[config.mk]
export PLATFORM = sky130hd
export DESIGN_NAME = accumulate_arbiter
export DESIGN_NICKNAME = d
export VERILOG_FILES = /design/src/rtl/accumulate_arbiter.sv
export SDC_FILE = /design/constraint.sdc
export NUM_CORES = 1
export LEC_CHECK = 0
export CAP_MARGIN = 30
export CORE_MARGIN = 2
export CORE_UTILIZATION = 38
export CTS_BUF_LIST = sky130_fd_sc_hd__clkbuf_8
export CTS_CLUSTER_DIAMETER = 150
export DETAILED_ROUTE_END_ITERATION = 16
export GPL_TIMING_DRIVEN = 0
export PLACE_DENSITY = 0.89
export SLEW_MARGIN = 0
export SYNTH_ARGS = -nofsm -noshare
export SYNTH_HDL_FRONTEND = slang
export SYNTH_SLANG_ARGS = --single-unit
[constraint.sdc]
create_clock -name clk -period 6.65 [get_ports clk]
set_clock_uncertainty 0.05 [all_clocks]
set_input_delay 1.33 -clock clk [delete_from_list [all_inputs] [get_ports clk]]
set_output_delay 1.33 -clock clk [all_outputs]
set_load 0.02 [all_outputs]
[src/rtl/accumulate_arbiter.sv]
// Round-robin owner of a shared accumulator: one requester per burst, sum returned tagged with its ID.
// Result path is combinational; arbitration stalls once DEPTH bursts are granted but not yet returned.
module accumulate_arbiter #(
  parameter int WIDTH = 16,
  parameter int N     = 4,
  parameter int DEPTH = 4,
  localparam int IDW  = $clog2(N)
) (
  input  logic               clk,
  input  logic               rst,
  input  logic [N-1:0]       s_stb,
  input  logic [N*WIDTH-1:0] s_dat,
  output logic [N-1:0]       s_rdy,
  output logic               acc_stb,
  output logic [WIDTH-1:0]   acc_dat,
  input  logic               acc_rdy,
  input  logic               res_stb,
  input  logic [WIDTH-1:0]   res_dat,
  output logic               res_rdy,
  output logic               m_stb,
  output logic [WIDTH-1:0]   m_dat,
  output logic [IDW-1:0]     m_id,
  input  logic               m_rdy
);
  localparam int PW = $clog2(DEPTH);
  localparam logic [PW:0] DEPTH_C = (PW+1)'(DEPTH);

  typedef enum logic {IDLE, BURST} state_t;

  state_t         state;
  logic [IDW-1:0] grant;
  logic [IDW-1:0] last;
  logic           ack;
  logic [IDW-1:0] tag_mem [DEPTH];
  logic [PW-1:0]  wr_ptr;
  logic [PW-1:0]  rd_ptr;
  logic [PW:0]    count;

  logic           in_burst;
  logic           cur_stb;
  logic           close;
  logic           cand_vld;
  logic [IDW-1:0] cand;
  int             idx;
  logic           do_grant;
  logic           tag_vld;
  logic           pop;

  assign in_burst = (state == BURST);
  assign cur_stb  = s_stb[grant];
  // Same condition the accumulator uses to close and emit its sum.
  assign close    = in_burst & ack & ~cur_stb;

  // Nearest requester after the last granted one wins.
  always_comb begin
    cand_vld = 1'b0;
    cand     = '0;
    idx      = 0;
    for (int k = N; k >= 1; k--) begin
      idx = (int'(last) + k) % N;
      if (s_stb[IDW'(idx)]) begin
        cand_vld = 1'b1;
        cand     = IDW'(idx);
      end
    end
  end

  assign do_grant = ((state == IDLE) | close) & cand_vld & (count < DEPTH_C);

  assign acc_stb = in_burst & cur_stb;
  assign acc_dat = in_burst ? s_dat[int'(grant)*WIDTH +: WIDTH] : '0;

  always_comb begin
    s_rdy = '0;
    if (in_burst) s_rdy[grant] = acc_rdy;
  end

  assign tag_vld = (count != '0);
  assign m_stb   = res_stb & tag_vld;
  assign m_dat   = res_dat;
  assign m_id    = tag_mem[rd_ptr];
  assign res_rdy = m_rdy & tag_vld;
  assign pop     = m_stb & m_rdy;

  always_ff @(posedge clk) begin
    if (rst) begin
      state  <= IDLE;
      grant  <= '0;
      last   <= IDW'(N-1);
      ack    <= 1'b0;
      wr_ptr <= '0;
      rd_ptr <= '0;
      count  <= '0;
    end else begin
      ack <= acc_stb & acc_rdy;
      if (do_grant) begin
        grant <= cand;
        last  <= cand;
        state <= BURST;
      end else if (close) begin
        state <= IDLE;
      end
      if (do_grant) wr_ptr <= wr_ptr + 1'b1;
      if (pop)      rd_ptr <= rd_ptr + 1'b1;
      case ({do_grant, pop})
        2'b10:   count <= count + 1'b1;
        2'b01:   count <= count - 1'b1;
        default: count <= count;
      endcase
    end
  end

  always_ff @(posedge clk) begin
    if (do_grant && !rst) tag_mem[wr_ptr] <= cand;
  end

  always_ff @(posedge clk) begin
    if (!rst) begin
      assert (!(pop && count == '0));
      assert (!(do_grant && count == DEPTH_C));
    end
  end
endmodule

==> impl_metrics.yaml <==
outcome:
  status: "complete, no violations"
cts:
  postCtsResizedCells: 0
  clock_insertion_delay_worst_skew_ps: 270
  cts_tree: "done"
  cts-buffers-inserted: 3
  clk_pin_slew_worst_paths_ps: 80
  ctsRootBufferMaster: "sky130_fd_sc_hd__clkbuf_8"
  cts-root-to-sink-buffers: 2
  post_cts_buffers: 0
  clock-sinks: 23
  htree_num_levels: 1
  hold_fix_buffers_at_cts: 0
timing:
  final.period_utilization_pct: 67.9
  setup_violating_endpoint_count_in_the_final_report: 0
  relSlewSlack_pct: 55.0
  final.min_clock_period_ps: 4520
  worst_slew_pin_tran_ps: 676
  timing.setup.tns_ps: 0
  timing_hold_violations_final: 0
  grt_setup_unrepaired: "no"
  timing_max_transition_violations_final: 0
  timing.fmax_mhz: 221
power:
  switching_power_uw: 216
  comb_power_share_pct: 54.3
  internal_power_component_uw: 400
  p_leak_uw: 0.00112
  netSwitchingFraction_pct: 35.1
  power_per_cell_area_mw_per_mm2: 208
  vdd_ir_drop_max_uv: 128
  share_of_total_power_in_sequential_cells_pct: 31.3
  p_clk_share_pct: 14.4
global_routing:
  grt_antenna_before_repair: 0
  grt_pass1_vias: 1808
  grt_max_degree: 15
  global_route.usage.total_pct: 21.7
  wire_length_of_the_first_global_routing_pass_mm: 8.62
  grt_remaining_overflow: 0
detailed_routing:
  drt_iter0_drc: 49
  drt_pass1_iterations: 4
  final_antenna_net_count: 0
  overall_via_count_from_detail_route: 1691
  wire_per_inst_um: 17.2
  routed_wl_mm: 5.65
  vias_per_cell: 5.14
  drc_errors: 0
critical_path:
  critPathMaxStageDelay_ps: 570
  worstPathMaxFanout: 5
  cell_with_the_largest_stage_delay_on_the_worst_path: "sky130_fd_sc_hd__mux4_2"
  critPathKind: "primary input to primary output"
  r2r_end: "count[2]"
  arrival_ps: 3140
  path_delay_family: "buffers and inverters"
  worst_r2r_path_depth: 11
  setup.worst_path.end: "acc_stb"
  worst-path-stages: 4
  critPathRequiredTime_ps: 5270
  crit_buf_inv: 2
  crit_start: "s_stb[3]"
  regToRegSetupSlack_ps: 3980
  reg2reg_launch_point: "grant[0]"
  timing.critical_path.to_type: "primary output"
  cp_cell_sequence: "clkdlybuf4s50_1 -> mux4_2 -> and2_1 -> clkdlybuf4s50_1"
  crit_top_cell: "sky130_fd_sc_hd__clkdlybuf4s50_1"
  crit_path_start_kind: "primary input"
final_layout:
  drive_above_1_share_pct: 16.2
  diodes: 0
  area_growth_pct: 72.2
  final_common_cell: "sky130_fd_sc_hd__clkdlybuf4s50_1"
  final_net_count: 373
  finalCoreUtilization_pct: 68.2
  most_frequent_cells_in_the_layout: "sky130_fd_sc_hd__clkdlybuf4s50_1 (113), sky130_fd_sc_hd__mux4_2 (19), sky130_fd_sc_hd__and2_1 (18)"
floorplanning:
  initial_core_util_pct: 39.6
  design.core.area_mm2: 0.00435
  die_w_um: 71.4
  placement_rows: 24
  design.portCount: 130
  design.die.area_mm2: 0.00510
  overall_die_height_um: 71.4
synth:
  synth-xor-area-share_pct: 2.03
  yosys_register_bits: 23
  synthSimpleGateAreaFrac_pct: 15.1
  synth_nets: 255
  largest_family_of_logic_cells_by_synthesized_area: "multiplexers"
  synth-seq-area-share_pct: 31.3
  instance_count_of_the_mapped_netlist: 160
  synth_fa_ha_area_share_pct: 4.79
  yosysTopAreaCell: "sky130_fd_sc_hd__mux4_2"
  synth-compound-area-share_pct: 10.5
  post_synth_main_area_contributors: "sky130_fd_sc_hd__mux4_2 (25%), sky130_fd_sc_hd__dfxtp_1 (17%), sky130_fd_sc_hd__edfxtp_1 (14%)"
  postSynthAreaPerCell_um2: 10.8
  ys_async_sr_fraction_pct: 0
  ys.warnings.count: 0
  yosys-mux-area-fraction_pct: 24.8
  dominantRegCellSynth: "sky130_fd_sc_hd__dfxtp_1"
  yosys.area.top_type_share_pct: 24.8
  ys_types: 33
  synth_edf_count: 8
  syn_area_mm2: 0.00173
place:
  placement.io_buffers: 113
  dp.final_hpwl_mm: 4.80
  place.gp.congestion: 0.771
min_path:
  whs_path_depth: 2
  worst_hold_path_type: "flip-flop to flip-flop"
job:
  max_cap_viol_count: 0
==> cell families (layout without fill, tap and decap cells) <==
group	after synthesis	in the layout
AND/OR/NAND/NOR	48	48
buffers and inverters	35	152
AO/OA/AOI/OAI	25	25
flip-flops	23	23
multiplexers	19	19
adder cells (fa/ha/maj)	6	6
XOR/XNOR	4	4
==> flip-flops by register name, indices dropped and copies added (netlist names), named ones only <==
register and flops:
last 2, in_burst 1, grant 2, rd_ptr 2, ack 1, count 3
wr_ptr 2, tag_mem 8
==> layer usage <==
layer	global-route usage, %	wire length, um
met1	22.4	1910
met2	41.8	3180
met3	4.08	368
met4	10.1	192
met5	0	0
==> cells in the mapped netlist, drive strengths merged, types with 2 or more instances <==
cell and number:
nor2 10, xor2 3, clkbuf 5, dfxtp 15, a21boi 2, a21oi 9
o21ai 2, nand2 3, a21o 2, ha 5, a211oi 2, nor3 4
o31a 2, buf 19, inv 11, edfxtp 8, nand3 3, and3 4
and2 18, nand2b 4, mux4 19
==> power by group through the flow <==
| stage | clock network, uW | logic (uW) | registers, uW |
|---|---|---|---|
| floorplan | 0 | 203 | 189 |
| global placement | 0 | 325 | 192 |
| detailed placement | 0 | 337 | 196 |
| CTS | 89.1 | 339 | 192 |
| global route | 95.0 | 362 | 196 |
| finish | 88.9 | 335 | 193 |
==> tightest hold or removal path, cell delays in order (launching register included) <==
cell and delay (ps):
sky130_fd_sc_hd__dfxtp_1 340, sky130_fd_sc_hd__xor2_1 70, sky130_fd_sc_hd__nor2_1 110
==> how the worst min path moves through the flow <==
stage           endpoint       from  slack, ps
6_report       rd_ptr[1]  rd_ptr[1]        500
2_1_floorplan  flip-flop  rd_ptr[1]        430
4_1_cts        rd_ptr[1]  rd_ptr[1]        510
5_1_grt        rd_ptr[0]  rd_ptr[0]        570
3_5_place_dp   flip-flop  rd_ptr[1]        480
3_3_place_gp   rd_ptr[1]  rd_ptr[1]        460
==> stage by stage <==
step	setup WS (ps)	hold WS (ps)	instance area, um2	std cells	total power (uW)
2_1_floorplan	3200	435	1730	160	392
3_3_place_gp	2170	457	2920	325	518
3_5_place_dp	2140	481	2920	325	533
4_1_cts	2130	508	2970	329	620
5_1_grt	2080	567	2970	329	653
6_report	2130	502	2970	329	617
==> area by class of cell <==
type                    instances  area, um2
fillers                       356       1380
repair buffers                113       1130
multi-input cells             102        987
flip-flops and latches         23        541
plain buffers                  24        156
well taps                      52       65.1
clock buffers                   3       41.3
inverters                      11       41.3
clock inverters                 1       7.51
(Power assumes the default switching activity.)
